<file path="src/rtl/regfile_wb_arbiter.sv">
// regfile_wb_arbiter: round-robin arbiter between ALU and load writeback ports feeding a registered register-file write stage.
// Optional collision counter output coll_cnt is enabled by defining WB_ARB_COLLISION_CNT_EN.
module regfile_wb_arbiter #(
    parameter int REG_WIDTH     = 8,
    parameter int REG_DIR_WIDTH = 3
) (
    input  logic                     clk,
    input  logic                     rst_n,
    input  logic                     a_valid,
    input  logic [REG_DIR_WIDTH-1:0] a_addr,
    input  logic [REG_WIDTH-1:0]     a_data,
    output logic                     a_ready,
    input  logic                     b_valid,
    input  logic [REG_DIR_WIDTH-1:0] b_addr,
    input  logic [REG_WIDTH-1:0]     b_data,
    output logic                     b_ready,
    input  logic                     hold,
`ifdef WB_ARB_COLLISION_CNT_EN
    output logic [15:0]              coll_cnt,
`endif
    output logic                     RegWrite,
    output logic [REG_DIR_WIDTH-1:0] writer,
    output logic [REG_WIDTH-1:0]     writedata,
    output logic                     last_grant
);

    logic                     ptr;
    logic                     xfer;
    logic [REG_DIR_WIDTH-1:0] sel_addr;
    logic [REG_WIDTH-1:0]     sel_data;

    // Grant one requester per cycle; ptr=0 favours A, ptr=1 favours B on a collision
    always_comb begin
        a_ready  = ~hold & a_valid & (~b_valid | ~ptr);
        b_ready  = ~hold & b_valid & (~a_valid | ptr);
        xfer     = a_ready | b_ready;
        sel_addr = b_ready ? b_addr : a_addr;
        sel_data = b_ready ? b_data : a_data;
    end

    // Register the accepted write; address 0 is consumed without touching the write port
    always_ff @(posedge clk or negedge rst_n) begin
        if (!rst_n) begin
            ptr        <= 1'b0;
            RegWrite   <= 1'b0;
            writer     <= '0;
            writedata  <= '0;
            last_grant <= 1'b0;
        end else begin
            RegWrite <= xfer && (sel_addr != '0);
            if (xfer) begin
                ptr        <= a_ready;
                last_grant <= b_ready;
                if (sel_addr != '0) begin
                    writer    <= sel_addr;
                    writedata <= sel_data;
                end
            end
        end
    end

`ifdef WB_ARB_COLLISION_CNT_EN
    // Saturating count of cycles where both requesters compete outside hold
    always_ff @(posedge clk or negedge rst_n) begin
        if (!rst_n)
            coll_cnt <= '0;
        else if (a_valid && b_valid && !hold && coll_cnt != 16'hFFFF)
            coll_cnt <= coll_cnt + 16'd1;
    end
`endif

endmodule

</file>
<file path="config.mk">
export PLATFORM = sky130hd
export DESIGN_NAME = regfile_wb_arbiter
export DESIGN_NICKNAME = d
export VERILOG_FILES = /design/src/rtl/regfile_wb_arbiter.sv
export SDC_FILE = /design/constraint.sdc
export NUM_CORES = 1
export LEC_CHECK = 0
export BUFFER_PORTS_ARGS = -buffer_cell sky130_fd_sc_hd__buf_2
export CAP_MARGIN = 25
export CORE_MARGIN = 4
export CORE_UTILIZATION = 31
export DETAILED_ROUTE_END_ITERATION = 6
export GPL_TIMING_DRIVEN = 0
export PLACE_DENSITY = 0.57
export SYNTH_ARGS = -nofsm -noshare
export SYNTH_HDL_FRONTEND = slang
export SYNTH_SLANG_ARGS = --single-unit
</file>
<file path="constraint.sdc">
create_clock -name clk -period 3.9 [get_ports clk]
set_clock_uncertainty 0.2 [all_clocks]
set_input_delay 0.195 -clock clk [delete_from_list [all_inputs] [get_ports clk]]
set_output_delay 0.195 -clock clk [all_outputs]
set_load 0.03 [all_outputs]
</file>
Yosys cells after proc, flatten, opt, wreduce, memory -nomap -nowiden --
Cells that the tools add are included.
Word-level totals: register bits after elaboration 14, word-level logic and storage cells 21
Cells by class: muxes and demuxes 2, bitwise logic cells 11, reduce and logical (&&, ||, !) cells 3
Operators with widths (number):
- $mux 8 | 1
- $and 1x1->1 | 4
- $not 1->1 | 4
- $mux 3 | 1
- $or 1x1->1 | 3
- $reduce_bool 3->1 | 1
- $reduce_and 2->1 | 1
- $logic_and 1x1->1 | 1

Depth between registers and ports, before layout --
depth after elaboration 6, gate-level depth with buffers 5

Worst setup path after synthesis --
Ideal clock, no wire load.
path type reg-to-reg, start point register ptr, end point register writedata[0], library setup time 0.125 ns, arrival time 1.496 ns, data required time 3.575 ns, setup slack 2.079 ns, cell stages (with the launch flop) 5, buffers on the path 0, cell sequence dfrtp_1 > nand2b_1 > nand2_1 > mux2_2 > mux2_2
On the way: cells in the longest elaborated chain, start to end 5
Ends and longest elaborated chain:
- from (decl) | line 27 | logic ptr;
- from (signal assigned) | line 52 | ptr <= a_ready;
- $or 1x1->1 or $not 1->1 (tied branches) | line 35, 34
- $and 1x1->1 or $or 1x1->1 (tied branches) | line 35, 34
- $mux 3 or $and 1x1->1 (tied branches) | line 37, 34
- $reduce_bool 3->1 or $or 1x1->1 (tied branches) | line 54, 36
- $reduce_and 2->1 (no line)
- to (signal assigned) | line 56 | writedata <= sel_data;
- to (decl) | line 23 | output logic [REG_WIDTH-1:0] writedata,
Parallel ways exist; a longest one is shown, timed or not. A chain may end at the register's enable or synchronous reset.

Worst setup path after layout --
start point register ptr, end point register writedata[5]
The elaborated chain is that of the path after synthesis.

==> metrics.cfg <==
[run_status]
status = complete, no violations

[synth]
yosysSeqAreaShare_pct = 45.2
yosys.area_share.adder_pct = 0
synth_top_cell_area_share_pct = 45.2
synth_mux_area_share_pct = 23.2
ys_types = 20
yosysWarnings = 0
synth_seq_cells = 14
synthSimpleGateAreaFrac_pct = 11.8
synth_top_family_by_area = multiplexers
synth-xor-area-share_pct = 0
synth-compound-area-share_pct = 17.9
syn_inst = 62
syn_area_um2 = 776
ys_async_sr_fraction_pct = 100
yosysTopAreaCell = dfrtp_1
synth_common_cells = 16 x mux2_2, 14 x dfrtp_1, 7 x o21ai_0, 4 x nand2_1, 3 x o21bai_1
synth_area_leaders = dfrtp_1 45%, mux2_2 23%, o21ai_0 4.5%, o32ai_4 3.5%, o21bai_1 2.9%
synth_edf_count = 0
synth_most_common_cell = mux2_2
syn-num-nets = 89
avgSynthCellArea_um2 = 12.5
synth_ff_type = dfrtp_1

[critical_path]
critical_path.slowest_cell = dfrtp_1
r2r_cells = 4
cpMostUsedCell = mux2_2
r2r_slack_ps = 1860
cp_data_arrival_time_ps = 1990
worstSetupStartpoint = ptr
critPathKind = reg2reg
cp-start-kind = flip-flop
r2r-end = writedata[5]
timing.rr.start = ptr
worstPathMaxFanout = 10
endpoint_kind = flip-flop
required_ps = 3860
path_cells = nand2b_1, nand2_1, mux2_2, mux2_2
slowest_delay_ps = 400

[grt]
grt_max_degree = 15
grt_first_pass_wirelength_um = 2840
grt_overflow = 0
gr-usage-all-layers_pct = 10.8
antenna_found_initial = 0
grt_pass1_vias = 654

[routing]
dr.pass1.iters = 4
drt_iter0_markers = 1
drc_errors = 0
wl_um = 1760
vias_per_cell = 4.85
avgRoutedWirePerCell_um = 13.0
ant_nets = 0
vias = 655

[flow_run]
drv_cap = 0

[hold_path]
worstHoldStart = hold
hold_path_depth = 2
min_to = writer[0]
hp-class = in2reg

[floorplan]
die-area_um2 = 3370
start_util_pct = 33.8
core-area_um2 = 2300
die_y_um = 58.0
die_w_um = 58.0
rows = 17
pin_count = 42

[timing]
tns_ps = 0
slew_headroom_pct = 67.1
hold_viol = 0
grt_setup_unrepaired = no
worst_pin_slew_ps = 493
finalSetupViolations = 0
final.min_clock_period_ps = 2040
fmax_ghz = 0.491
whs_ps = 20.9
drv_slew = 0
finalCritPeriodShare_pct = 52.2

[clock_tree]
postCtsSetupRepairBufs = 0
htree_levels = 1
numClockSinks = 14
clk_pin_slew_ps = 80
cts_buffers = 3
cts_tree = done
cts-root-buf = clkbuf_4
cts_buffer_depth = 2
clock_latency_ps = 270

[final_layout]
nFillCells = 230
area_growth_pct = 36.3
finalInstanceArea_um2 = 1060
drive_above_1_share_pct = 61.7
diodes = 0
nets = 135
final_cells = 135

[power_and_ir_drop]
swShare_pct = 35.7
powerDensity_nw_per_um2 = 437
switchingPower_uw = 165
p_int_uw = 297
p_total_uw = 462
p_clk_share_pct = 21.5
p_comb_share_pct = 37.9
peakVddDrop_mv = 0.272
leakagePower_uw = 0.000503
power_frac_seq_pct = 40.6

[place]
io_buffers = 40
dp.cells = 130
globalplace.congestion = 0.707
post_dp_cell_area_um2 = 1010
dp_hpwl_um = 1470

## area by class of cell
class / count / area (um2) / share of cell area [%]
Buffer: 1 / 7.51 / 0.710
Clock buffer: 4 / 36.3 / 3.43
Inverter: 2 / 7.51 / 0.710
Multi-Input combinational cell: 45 / 410 / 38.8
Sequential cell: 14 / 350 / 33.1
Tap cell: 28 / 35.0 / 3.31
Timing Repair Buffer: 41 / 210 / 19.9
## how the worst max path moves through the flow
stage,slack (ps),endpoint
final,1860,writedata[5]
after global routing,1740,b_ready
after CTS,1840,writedata[5]
after detailed placement,1850,writedata[5]
after global placement,1880,writedata[7]
after floorplan,2080,writedata[0]
## kinds of logic (layout without fill, tap and decap cells)
logic type      Yosys count  in the layout
mux                      16             16
simple gates             13             13
buf+inv                   3             48
flops                    14             14
compound gates           16             16
## repair_timing
action | 4_1_cts | 5_1_grt
gates resized for setup | 0 | 0
endpoints found under the hold margin | 14 | 0
hold buffers | 1 | 0
## critical path, delay by kind of cell (launching register included)
family           cells  cell delay (ps)
flip-flops           1              400
AND/OR/NAND/NOR      2              670
multiplexers         2              650
## metrics by stage
step                setup slack [ps]  utilization, %
global route                    1740            46.0
detailed placement              1850            44.0
floorplan                       2080               -
CTS                             1840            46.0
global placement                1880            44.0
finish                          1860            46.0
## cell usage in the layout (no fill, tap or decap)
cell type / count
buf_2: 40
mux2_2: 16
dfrtp_1: 14
o21ai_0: 7
nand2_1: 4
o21bai_1: 3
clkbuf_4: 3
inv_1: 2
nand3_1: 2
a21oi_1: 2
nand2b_1: 1
buf_4: 1
nor2b_4: 1
nor2_1: 1
and2b_1: 1
or2b_1: 1
nor4_4: 1
a211oi_4: 1
and2_1: 1
a32oi_2: 1
o32ai_4: 1
o31ai_1: 1
clkbuf_8: 1
dlygate4sd3_1: 1
## state kept, by name, summed over array words and instances (netlist names)
register    count
last_grant      1
writedata       8
RegWrite        1
ptr             1
writer          3
## power groups by stage
stage / Combinational (uW) / Clock, uW / Sequential (uW)
6_report: 175 / 99.3 / 188
5_1_grt: 189 / 112 / 192
4_1_cts: 178 / 105 / 188
3_5_place_dp: 178 / 0 / 190
3_3_place_gp: 175 / 0 / 189
2_1_floorplan: 63.9 / 0 / 245
## routing by layer
| metal | wire [um] | part of all wire, % | GRT usage [%] |
|---|---|---|---|
| met1 | 730 | 41 | 12.8 |
| met4 | 5 | 0.28 | 4.97 |
| met5 | 0 | 0 | 0 |
| met3 | 186 | 11 | 3.34 |
| met2 | 837 | 48 | 17.9 |
(Power assumes the default switching activity.)
